==> config.mk <==
export PLATFORM = sky130hd
export DESIGN_NAME = div_unit
export DESIGN_NICKNAME = d
export VERILOG_FILES = /design/src/rtl/div_unit.sv
export SDC_FILE = /design/constraint.sdc
export NUM_CORES = 1
export LEC_CHECK = 0
export ABC_CLOCK_PERIOD_IN_PS = 9000
export BUFFER_PORTS_ARGS = -buffer_cell sky130_fd_sc_hd__buf_4
export CAP_MARGIN = 20
export CORE_MARGIN = 5
export CORE_UTILIZATION = 45
export DETAILED_ROUTE_END_ITERATION = 12
export GPL_TIMING_DRIVEN = 0
export HOLD_SLACK_MARGIN = 0.05
export PLACE_DENSITY = 0.65
export SYNTH_ARGS = -nofsm -noshare
export SYNTH_HDL_FRONTEND = slang
export SYNTH_SLANG_ARGS = --single-unit
export TNS_END_PERCENT = 100
==> constraint.sdc <==
create_clock -name clk -period 9 [get_ports clk]
set_input_delay 2.7 -clock clk [delete_from_list [all_inputs] [get_ports clk]]
set_output_delay 2.7 -clock clk [all_outputs]
set_load 0.005 [all_outputs]
==> src/rtl/div_unit.sv <==
// div_unit -- multi-cycle 32-bit restoring divider for the execute stage.
//
// Accepts a divide request from EX, runs 32 restoring iterations and holds
// {remainder, quotient} until EX drops start_i. A divide by zero finishes in
// one cycle with a zero result. annul_i cancels a divide that is still
// computing; it has no effect once the result is presented.
//
// Configuration macro: DIV_SIGNED_EN
//   defined   : signed_i selects DIV (signed) or DIVU (unsigned).
//   undefined : signed_i is ignored and every divide is unsigned. Latency is
//               the same in both builds.
//
// Ports:
//   clk        in   1   rising-edge clock
//   rst        in   1   synchronous, active-high reset
//   signed_i   in   1   1 = signed divide, 0 = unsigned
//   opdata1_i  in  32   dividend (sampled only on the accepting edge)
//   opdata2_i  in  32   divisor  (sampled only on the accepting edge)
//   start_i    in   1   divide request, held high until the result is consumed
//   annul_i    in   1   cancel the divide in flight
//   result_o   out 64   {remainder[63:32], quotient[31:0]}
//   ready_o    out  1   result_o valid
module div_unit (
    input  logic        clk,
    input  logic        rst,
    input  logic        signed_i,
    input  logic [31:0] opdata1_i,
    input  logic [31:0] opdata2_i,
    input  logic        start_i,
    input  logic        annul_i,
    output logic [63:0] result_o,
    output logic        ready_o
);

    typedef enum logic [1:0] {
        IDLE   = 2'd0,
        BYZERO = 2'd1,
        ON     = 2'd2,
        END    = 2'd3
    } state_t;

    state_t      state_q, state_d;
    logic [5:0]  cnt_q, cnt_d;
    logic [64:0] work_q, work_d;      // {partial_rem[64:32], quot[31:0]}
    logic [31:0] divisor_q, divisor_d;
    logic [63:0] result_q, result_d;
    logic        ready_q, ready_d;

    logic [64:0] shifted;
    logic [32:0] diff;
    logic [31:0] quot_c, rem_c;

`ifdef DIV_SIGNED_EN
    logic dvd_sign_q, dvd_sign_d;
    logic dvs_sign_q, dvs_sign_d;

    // Two's-complement negation, modulo 2^32 (so -0x80000000 stays 0x80000000).
    function automatic logic [31:0] neg32(input logic signed [31:0] x);
        return -x;
    endfunction
`else
    // signed_i has no function in the unsigned-only build.
    logic unused_signed;
    assign unused_signed = signed_i;
`endif

    // The partial remainder never exceeds the divisor, so the top bit of the
    // working register is always zero after a step and is never read back.
    logic unused_work_top;
    assign unused_work_top = work_q[64];

    // One restoring step: shift, then trial-subtract the divisor.
    assign shifted = {work_q[63:0], 1'b0};
    assign diff    = shifted[64:32] - {1'b0, divisor_q};

    // Sign correction applied when the iterations are complete.
    always_comb begin
        quot_c = work_q[31:0];
        rem_c  = work_q[63:32];
`ifdef DIV_SIGNED_EN
        if (dvd_sign_q ^ dvs_sign_q) begin
            quot_c = neg32(work_q[31:0]);
        end
        if (dvd_sign_q) begin
            rem_c = neg32(work_q[63:32]);
        end
`endif
    end

    always_comb begin
        state_d   = state_q;
        cnt_d     = cnt_q;
        work_d    = work_q;
        divisor_d = divisor_q;
        result_d  = result_q;
        ready_d   = ready_q;
`ifdef DIV_SIGNED_EN
        dvd_sign_d = dvd_sign_q;
        dvs_sign_d = dvs_sign_q;
`endif
        case (state_q)
            IDLE: begin
                if (start_i && !annul_i) begin
`ifdef DIV_SIGNED_EN
                    dvd_sign_d = signed_i & opdata1_i[31];
                    dvs_sign_d = signed_i & opdata2_i[31];
                    work_d     = {33'd0, (signed_i & opdata1_i[31]) ? neg32(opdata1_i) : opdata1_i};
                    divisor_d  = (signed_i & opdata2_i[31]) ? neg32(opdata2_i) : opdata2_i;
`else
                    work_d     = {33'd0, opdata1_i};
                    divisor_d  = opdata2_i;
`endif
                    if (opdata2_i == 32'd0) begin
                        state_d = BYZERO;
                    end else begin
                        state_d = ON;
                        cnt_d   = 6'd0;
                    end
                end
            end
            BYZERO: begin
                if (annul_i) begin
                    state_d = IDLE;
                end else begin
                    state_d  = END;
                    result_d = 64'd0;
                    ready_d  = 1'b1;
                end
            end
            ON: begin
                if (annul_i) begin
                    state_d = IDLE;
                    cnt_d   = 6'd0;
                end else if (cnt_q != 6'd32) begin
                    // A clear MSB means the trial subtraction did not borrow.
                    if (!diff[32]) begin
                        work_d = {diff, shifted[31:1], 1'b1};
                    end else begin
                        work_d = shifted;
                    end
                    cnt_d = cnt_q + 6'd1;
                end else begin
                    result_d = {rem_c, quot_c};
                    ready_d  = 1'b1;
                    state_d  = END;
                    cnt_d    = 6'd0;
                end
            end
            END: begin
                // annul_i is deliberately ignored: the result is already committed.
                if (!start_i) begin
                    state_d  = IDLE;
                    ready_d  = 1'b0;
                    result_d = 64'd0;
                end
            end
            default: state_d = IDLE;
        endcase
    end

    // Control and output registers
    always_ff @(posedge clk) begin
        if (rst) begin
            state_q  <= IDLE;
            cnt_q    <= 6'd0;
            result_q <= 64'd0;
            ready_q  <= 1'b0;
        end else begin
            state_q  <= state_d;
            cnt_q    <= cnt_d;
            result_q <= result_d;
            ready_q  <= ready_d;
        end
    end

    // Datapath registers: only meaningful once loaded from IDLE
    always_ff @(posedge clk) begin
        work_q    <= work_d;
        divisor_q <= divisor_d;
`ifdef DIV_SIGNED_EN
        dvd_sign_q <= dvd_sign_d;
        dvs_sign_q <= dvs_sign_d;
`endif
    end

    assign result_o = result_q;
    assign ready_o  = ready_q;

endmodule

==> results.txt, run 1 <==
Largest net degree at the start of global routing - 21
Startpoint types - input pin
Number of H-tree levels - 4
Global route total overflow - 0
Post-synthesis compound-gate area fraction - 14.2%
Pre-antenna DRT Iters - 5
CTS Sinks - 169
Period utilization - 48.5%
# setup viols final - 0
Syn Nets - 962
Setup bufs post-CTS - 0
Worst Path Arrival - 4.67 ns
Final WS setup - 4.64 ns
Post-synth top area cell - edfxtp_1
ANT cells - 0
VDD IR max - 0.000182 V
Fraction of layout cells with a size suffix above 1 - 21.3%
Tightest Hold Check Type - reg2reg
First-pass GRT wire length - 35.0 mm
Worst-path fanout max - 8
Vias/cell - 5.39
DR WL/cell - 17.3 um
Clock skew - 0.0141 ns
Vias in the first global route - 6625
Number of synthesized flops with an enable pin - 96
Clk slew on worst S/H paths - 0.07 ns
Pleak - 4.17 nW
Yosys warning total - 0
Slew headroom - 44.9%
Routed Wire Length - 21.7 mm
Final Non-Filler Cells - 1255
Area of the die - 21800 um^2
CTS Buf Count - 17
DP Wirelength - 16.4 mm
Synth Register Bits - 169
Clk_lat worst skew - 0.44 ns
Mapped Area - 8530 um^2
Initial antenna violation count - 0
Rows - 50
Largest family of logic cells by synthesized area - simple AND/OR/NAND/NOR gates
Area growth from synthesis to layout - 23.4%
I/O Buffers - 131
Seq/Total Area, Yosys - 50.9%
Setup TNS - 0 ns
Mux contribution to synthesized area - 6.79%
Total GRT Usage - 20.1%
Gpl congestion - 0.868
Final hold vios - 0
Die Width - 148 um
Starting Density - 45.6%
DRT antenna net count - 0
Synth Area in Adders - 5.96%
# hold bufs at CTS - 0
Placeable Area - 18700 um^2
Worst-Margin Slew - 0.825 ns
CTS root buf - clkbuf_16
RSZ-0062 raised after global routing - false
I/O Pins - 134
Crit. End Element - register
Max Cap Viol - 0
Die Height - 148 um
Post-synth ARST share - 0%
CTS tree - done
Synthesized area per cell - 10.0 um^2
Via count - 6760
Place WS - 4.20 ns
Worst reg-to-reg setup slack - 5.41 ns
Top cell type's share of synthesized area - 33.8%
Synth top area cells - edfxtp_1 (34%), dfxtp_1 (17%), a21oi_1 (6.4%)
DR iter-0 viols - 454
Clock Tree Buf Depth - 2
Final Slew Violations - 0
Critical path class - in2reg
Post-synthesis simple-gate area fraction - 14.8%
DRC viols - 0
Placed cell count - 1223
PD cells - 305 nW/um^2
Post-cts sizing count - 0
Achievable Freq - 0.229 GHz
Final nets - 1117
Outcome - finished clean
Post-synthesis cell count - 853
Synth unique cells - 59
Minimum clock period - 4.36 ns
Total Power - 3.21 mW
Worst EP required - 9.31 ns
Predominant post-synthesis flop cell - edfxtp_1
Synth Area in XOR/XNOR - 2.89%
[final cells by class]
class	instances	area [um^2]
plain buffers	45	200
fillers	1652	8180
multi-input cells	592	3820
inverters	47	176
clock buffers	17	425
repair buffers	136	1080
flip-flops and latches	169	4340
well taps	234	293
clock inverters	15	189
[worst max-delay path: stages]
cell and delay [ns]:
buf_4 0.12, nor4_1 0.57, nand4_1 0.32, nor2_1 0.23, o22a_1 0.28, nand2b_1 0.22
nor2_1 0.06, a21oi_1 0.12, nor2_1 0.05
[cell families (layout without fill, tap and decap cells)]
| kind of cell | after synthesis | count (layout) |
|---|---|---|
| and+or+nand+nor | 272 | 272 |
| DFF | 169 | 169 |
| adders and majority gates | 40 | 40 |
| buffers and inverters | 92 | 260 |
| xor gates and xnor gates | 26 | 26 |
| muxes | 54 | 54 |
| AOI/OAI and AO/OA | 200 | 200 |
[where the power goes]
| part | switching (mW) | internal [mW] |
|---|---|---|
| sequential | 0.0833 | 1.01 |
| clock | 0.367 | 0.381 |
| combinational | 0.844 | 0.530 |
[stage by stage]
step	hold WS [ns]	area, um^2	utilization (%)
final	0.454	10500	56.3
after global routing	0.473	10500	56.3
after CTS	0.458	10500	56.3
after detailed placement	0.447	9910	53.0
after global placement	0.440	9800	52.4
after floorplan	0.448	8530	-
[cells in the final DEF (no fill, tap or decap), types with 6 or more instances in the layout]
master     count
buf_4        131
a21oi_1      109
nand2_1       97
edfxtp_1      96
dfxtp_1       73
nand3_1       70
nor2_1        55
inv_1         47
ha_1          39
clkbuf_1      35
mux2_2        31
o21ai_0       28
mux2i_1       23
xnor2_1       18
clkbuf_16     17
a21o_1        12
nor4_1         8
nand2b_1       7
or3_1          7
o21bai_1       7
xor2_1         7
inv_8          6
[Yosys cell counts (3+ instances only)]
master / n
a211oi_1: 6
a21o_1: 12
a21oi_1: 109
a311oi_1: 4
and3_1: 4
buf_1: 5
buf_6: 4
clkbuf_1: 35
dfxtp_1: 73
edfxtp_1: 96
ha_1: 39
inv_1: 47
mux2_2: 31
mux2i_1: 23
nand2_1: 97
nand2b_1: 7
nand3_1: 70
nand4_1: 5
nor2_1: 55
nor2b_1: 5
nor3_1: 3
nor4_1: 8
o211ai_1: 3
o21a_1: 4
o21ai_0: 28
o21bai_1: 7
o22ai_1: 3
o31a_1: 3
or3_1: 7
xnor2_1: 18
xor2_1: 7
[final timing paths]
path                 startpoint      endpoint  cells past startpoint
hold reg to reg    result_o[57]  result_o[57]                      2
setup / recovery  opdata2_i[27]      cnt_q[0]                      9
hold / removal     result_o[57]  result_o[57]                      2
setup reg to reg     work_q[31]    work_q[47]                     13
[sequential cells by signal (all words and copies together), names as in the netlist]
register	count
result_o	64
work_q	64
divisor_q	32
cnt_q	6
state_q	2
ready_o	1
[layer usage]
| metal | track usage, % | part of all wire (%) |
|---|---|---|
| met5 | 0 | 0 |
| met4 | 4.52 | 0.91 |
| met3 | 4.23 | 4.9 |
| met1 | 27.4 | 47 |
| met2 | 33.1 | 47 |
Power figures use the tool's default switching activity.
==> inputs of run 2 (changes only) <==
Settings changed: ABC_CLOCK_PERIOD_IN_PS 9000 to 4350.
Clock period 9 ns to 4.35 ns, I/O delays scaled along.
==> run 2 against run 1 <==
Clock-buffer cell count did not move. Sequential share of layout area is 0.059 points higher. Critical path depth rose by 4. Non-clock buffer count is the same. Final area shrank 0.14%. Sequential power up 110%. Clock power up 98%. Register-to-register slack worse by 4.7 ns. Total power is 110% higher. Combinational power up 110%. Critical endpoint is now work_q[47].
==> results.txt, run 2 (synthesis results as in run 1) <==
Outcome - finished clean
# setup viols final - 0 (unchanged)
Worst Path Arrival - 3.76 ns (-0.91 ns)
VDD IR max - 0.000399 V (+120%)
Most frequent cells in the layout - buf_4 (131), a21oi_1 (109), nand2_1 (97)
Final Non-Filler Cells - 1255 (unchanged)
Via count - 6834 (+1.1%)
Tightest Hold Check Type - reg2reg
Critical path class - reg2reg
Die Width - 148 um (unchanged)
Area of the die - 21800 um^2 (unchanged)
Slowest cell on the critical path - edfxtp_1
Layout Utilization - 56.2% (-0.080 points)
DRC viols - 0 (unchanged)
Die Height - 148 um (unchanged)
Number of H-tree levels - 4 (unchanged)
Gpl congestion - 0.874 (+0.74%)
Fin Hold WS - 0.450 ns (-0.00465 ns)
Clock Tree Buf Depth - 2 (unchanged)
Clk slew on worst S/H paths - 0.07 ns (about the same)
Largest net degree at the start of global routing - 19 (-9.5%)
First-pass GRT wire length - 35.0 mm (about the same)
PD cells - 627 nW/um^2 (+110%)
Post-DP Area - 9930 um^2 (+0.16%)
Minimum clock period - 3.60 ns
Vias in the first global route - 6729 (+1.6%)
DR iter-0 viols - 418 (-7.9%)
Pre-antenna DRT Iters - 5 (unchanged)
CTS Sinks - 169 (unchanged)
Global route total overflow - 0 (unchanged)
Setup bufs post-CTS - 0 (unchanged)
CTS tree - done
Clk_lat worst skew - 0.43 ns (about the same)
Setup TNS - 0 ns (unchanged)
Initial antenna violation count - 0 (unchanged)
Routed Wire Length - 21.8 mm (+0.72%)
Max incr delay on CP - 0.42 ns (-0.15 ns)
Starting Density - 45.6% (unchanged)
Period utilization - 82.7%
Design Area, Final - 10500 um^2 (-0.14%)
Total GRT Usage - 20.2% (+0.059 points)
# fillers - 1677 (+1.5%)
Crit. End Element - register
Placed cell count - 1223 (unchanged)
DR WL/cell - 17.4 um (+0.72%)
I/O Buffers - 131 (unchanged)
RSZ-0062 raised after global routing - false
# hold bufs at CTS - 0 (unchanged)
I/O Pins - 134 (unchanged)
CTS Buf Count - 17 (unchanged)
Startpoint types - register
Leading cell type in the layout, fill and taps excluded - buf_4
Rows - 50 (unchanged)
DRT antenna net count - 0 (unchanged)
Slew headroom - 37.4% (-7.5 points)
CTS root buf - clkbuf_16
Placeable Area - 18700 um^2 (unchanged)
Fraction of layout cells with a size suffix above 1 - 21.3% (unchanged)
Worst-Margin Slew - 0.936 ns (+0.112 ns)
Max Cap Viol - 0 (unchanged)
Clock skew - 0.0102 ns (-0.00390 ns)
DP Wirelength - 16.6 mm (+1.4%)
Final hold vios - 0 (unchanged)
Achievable Freq - 0.278 GHz
CP Cell Sequence - inv_1 -> ha_1 -> fa_1 -> nand2b_1 -> a21oi_1 -> o22a_1 -> a41oi_1 -> a21boi_2 -> a21oi_4 -> xnor2_4 -> buf_6 -> mux2i_1 -> nor2_1
Worst-path fanout max - 10 (+2)
ANT cells - 0 (unchanged)
Final Slew Violations - 0 (unchanged)
Final nets - 1117 (unchanged)
Post-cts sizing count - 0 (unchanged)
Area growth from synthesis to layout - 23.3%
Pleak - 4.17 nW (about the same)
Vias/cell - 5.45 (+1.1%)
Worst EP required - 4.51 ns (-4.80 ns)
run 2: per-stage QoR:
step                      worst slack [ns]  total power [mW]
final                                0.753              6.60
after global routing                 0.592              7.03
after CTS                            0.779              6.65
after detailed placement             0.823              5.16
after global placement              -0.609              5.07
after floorplan                      0.801              4.22
run 2: final timing paths:
path / start / endpoint / slack [ns] / cells past startpoint
hold reg to reg: result_o[35] / result_o[35] / 0.45 / 2
setup / recovery: work_q[31] / work_q[47] / 0.75 / 13
hold / removal: result_o[35] / result_o[35] / 0.45 / 2
setup reg to reg: work_q[31] / work_q[47] / 0.75 / 13
run 2: layout make-up:
type,instances,area (um^2),share of cell area [%]
Buffer,45,200,1.90
Clock buffer,17,425,4.05
Clock inverter,15,158,1.50
Inverter,47,176,1.68
Multi-Input combinational cell,592,3820,36.3
Sequential cell,169,4340,41.3
Tap cell,234,293,2.79
Timing Repair Buffer,136,1100,10.4
run 2: critical path, delay by kind of cell, from the launching register on:
kind            cells  cell delay (ns)
mux                 1             0.22
fa+ha+maj           2             0.64
simple gates        2             0.25
xor+xnor            1             0.30
buf+inv             2             0.31
compound gates      5             1.17
flops               1             0.42
run 2: routing by layer:
layer	wire (um)	up-vias	global-route usage, %
met5	0	-	0
met4	382	0	6.43
met3	1170	28	3.43
met2	10400	186	33.4
met1	9870	3248	27.1
li1	-	3372	-
run 2: power by group:
part	leakage (nW)	internal [mW]	total [mW]	switching, mW
registers	1.49	2.09	2.26	0.172
logic	2.39	1.11	2.85	1.75
clock network	0.286	0.767	1.48	0.715
==> inputs of run 3 (changes only) <==
Settings changed: ABC_CLOCK_PERIOD_IN_PS 4350 to 3300, PLACE_DENSITY 0.65 to 0.67.
Clock period 4.35 ns to 3.3 ns, I/O delays scaled along.
==> run 3 against run 2 <==
Clock skew rose by 0.0018 ns. Core utilization is 0.80 points higher. Critical endpoint is now work_q[34]. Via count increased by 0.45%. Register-to-register slack got worse by 0.63 ns. Total power up 35%. Non-clock buffer count increased by 8. Clock power grew 32%. Hold slack improved by 0.0054 ns.
==> results.txt, run 3 (synthesis results as in run 1) <==
Max incr delay on CP - 0.40 ns (-0.02 ns)
Hold Path Cell Cnt - 2 (unchanged)
DR WL/cell - 17.3 um (-0.77%)
Area growth from synthesis to layout - 25.0%
CP Depth - 14 (+1)
Startpoint types - register
Clk pwr share - 22.0% (-0.5 points)
Area of the die - 21800 um^2 (unchanged)
Worst-Margin Slew - 0.682 ns (-0.254 ns)
Rows - 50 (unchanged)
Vias/cell - 5.44 (-0.18%)
Crit. End Element - register
Tightest Hold Check Type - reg2reg
Via count - 6865 (+0.45%)
ANT cells - 0 (unchanged)
CTS Sinks - 169 (unchanged)
Final Slew Violations - 0 (unchanged)
Global route total overflow - 0 (unchanged)
Worst EP required - 3.46 ns (-1.05 ns)
Critical path class - reg2reg
Multi-input gate area - 3850 um^2 (+0.75%)
Most common cell on crit path - buf_12
# fillers - 1665 (-0.72%)
Place WS - -0.219 ns (-1.04 ns)
Total GRT Usage - 19.9% (-0.22 points)
PD cells - 835 nW/um^2 (+33%)
Sequential share of power - 33.5% (-0.8 points)
Outcome - finished clean
Fin Hold WS - 0.455 ns (+0.00538 ns)
Gate power share - 44.6% (+1.3 points)
Most frequent cells in the layout - buf_4 (136), a21oi_1 (108), nand2_1 (96), edfxtp_1 (96), dfxtp_1 (73)
Fraction of layout cells with a size suffix above 1 - 22.7% (+1.5 points)
DRC viols - 0 (unchanged)
CTS Buf Count - 17 (unchanged)
Die Width - 148 um (unchanged)
Die Height - 148 um (unchanged)
Period utilization - 96.1% (+13 points)
Clock Tree Buf Depth - 2 (unchanged)
First-pass GRT wire length - 34.8 mm (-0.69%)
Slew headroom - 54.5% (+17 points)
Final nets - 1125 (+0.72%)
Clk_lat worst skew - 0.43 ns (about the same)
Gpl congestion - 0.866 (-0.94%)
Max Cap Viol - 0 (unchanged)
WP buf/inv - 3 (+1)
Post-DP Area - 9950 um^2 (+0.24%)
Pre-antenna DRT Iters - 5 (unchanged)
Final WS setup - 0.128 ns (-0.625 ns)
CTS root buf - clkbuf_16
Vias in the first global route - 6636 (-1.4%)
Placeable Area - 18700 um^2 (unchanged)
Number of H-tree levels - 4 (unchanged)
Minimum clock period - 3.17 ns (-0.425 ns)
Switching share of power - 39.6% (-0.32 points)
Achievable Freq - 0.315 GHz (+13%)
Clk slew on worst S/H paths - 0.07 ns (about the same)
# hold bufs at CTS - 0 (unchanged)
CP delay by family, top - compound AO/OA/AOI/OAI gates
Slowest cell on the critical path - edfxtp_1
# setup viols final - 0 (unchanged)
I/O Pins - 134 (unchanged)
Int Pwr - 5.38 mW (+36%)
Worst Path Arrival - 3.34 ns (-0.42 ns)
Clock skew - 0.0120 ns (+0.00177 ns)
Register area - 4340 um^2 (unchanged)
VDD IR max - 0.000466 V (+17%)
Routed Wire Length - 21.8 mm (-0.13%)
Starting Density - 45.6% (unchanged)
Leading cell type in the layout, fill and taps excluded - buf_4
CTS tree - done
Largest net degree at the start of global routing - 19 (unchanged)
CP Cell Sequence - inv_1 -> ha_1 -> fa_2 -> nand2b_4 -> a21oi_2 -> o22a_1 -> a41oi_2 -> a21boi_2 -> a21oi_4 -> xnor2_4 -> buf_12 -> buf_12 -> mux2i_1 -> nor2_1
Worst-path fanout max - 10 (unchanged)
Final hold vios - 0 (unchanged)
Design Area, Final - 10700 um^2 (+1.4%)
I/O Buffers - 131 (unchanged)
Sw Pwr - 3.53 mW (+34%)
Worst Reg-to-Reg Cells - 14 (+1)
DRT antenna net count - 0 (unchanged)
DP Wirelength - 16.3 mm (-1.8%)
Pleak - 4.24 nW (+1.8%)
Initial antenna violation count - 0 (unchanged)
DR iter-0 viols - 462 (+11%)
run 3: cell types whose count changed in the layout (fill, tap and decap cells not counted), sizes merged:
| cell | change |
|---|---|
| inv | -1 |
| buf | +7 |
| clkbuf | +2 |
run 3: area by class of cell:
| type | instances | area share, % |
|---|---|---|
| Sequential cell | 169 | 40.7 |
| Inverter | 47 | 1.65 |
| Tap cell | 234 | 2.75 |
| Clock inverter | 14 | 1.42 |
| Buffer | 45 | 2.19 |
| Clock buffer | 18 | 4.02 |
| Timing Repair Buffer | 144 | 11.1 |
| Multi-Input combinational cell | 592 | 36.1 |
run 3: path summary, 6_finish.rpt:
path | start | endpoint | slack, ns
worst min register to register | result_o[35] | result_o[35] | 0.45
worst max-delay path | work_q[31] | work_q[34] | 0.13
worst max register to register | work_q[31] | work_q[34] | 0.13
worst min-delay path | result_o[35] | result_o[35] | 0.45
run 3: repair_timing:
action | in CTS | in global routing
setup buffers | 4 | 2
setup endpoints to repair | 32 | 33
resized for setup | 2 | 9
cloned | 0 | 1
pin swaps | 3 | 4
run 3: routing by layer:
metal,wire length [um],GRT usage [%]
met5,0,0
met4,529,7.69
met3,1260,3.28
met2,10100,31.8
met1,9870,27.3
run 3: worst reg2reg max path: cells and delay by family, from the launching register on:
family / cells / cell delay (ns)
adders and majority gates: 2 / 0.58
AOI/OAI and AO/OA: 5 / 0.94
xor gates and xnor gates: 1 / 0.18
muxes: 1 / 0.22
buffers and inverters: 3 / 0.35
DFF: 1 / 0.40
and+or+nand+nor: 2 / 0.23
run 3: power by group through the flow:
stage / Combinational [mW] / Clock [mW] / Sequential [mW]
finish: 3.97 / 1.96 / 2.98
global route: 4.37 / 2.08 / 3.03
CTS: 3.85 / 1.98 / 2.98
detailed placement: 3.77 / 0 / 3.03
global placement: 3.66 / 0 / 3.03
floorplan: 2.61 / 0 / 2.98
run 3: metrics by stage:
stage | power [mW] | instances | TNS (ns) | util (%)
floorplan | 5.58 | 853 | 0 | -
global placement | 6.69 | 1218 | -80.51 | 52.6
detailed placement | 6.80 | 1224 | -4.26 | 53.2
CTS | 8.81 | 1260 | 0 | 56.5
global route | 9.47 | 1263 | -0.00183 | 57.0
finish | 8.91 | 1263 | 0 | 57.0
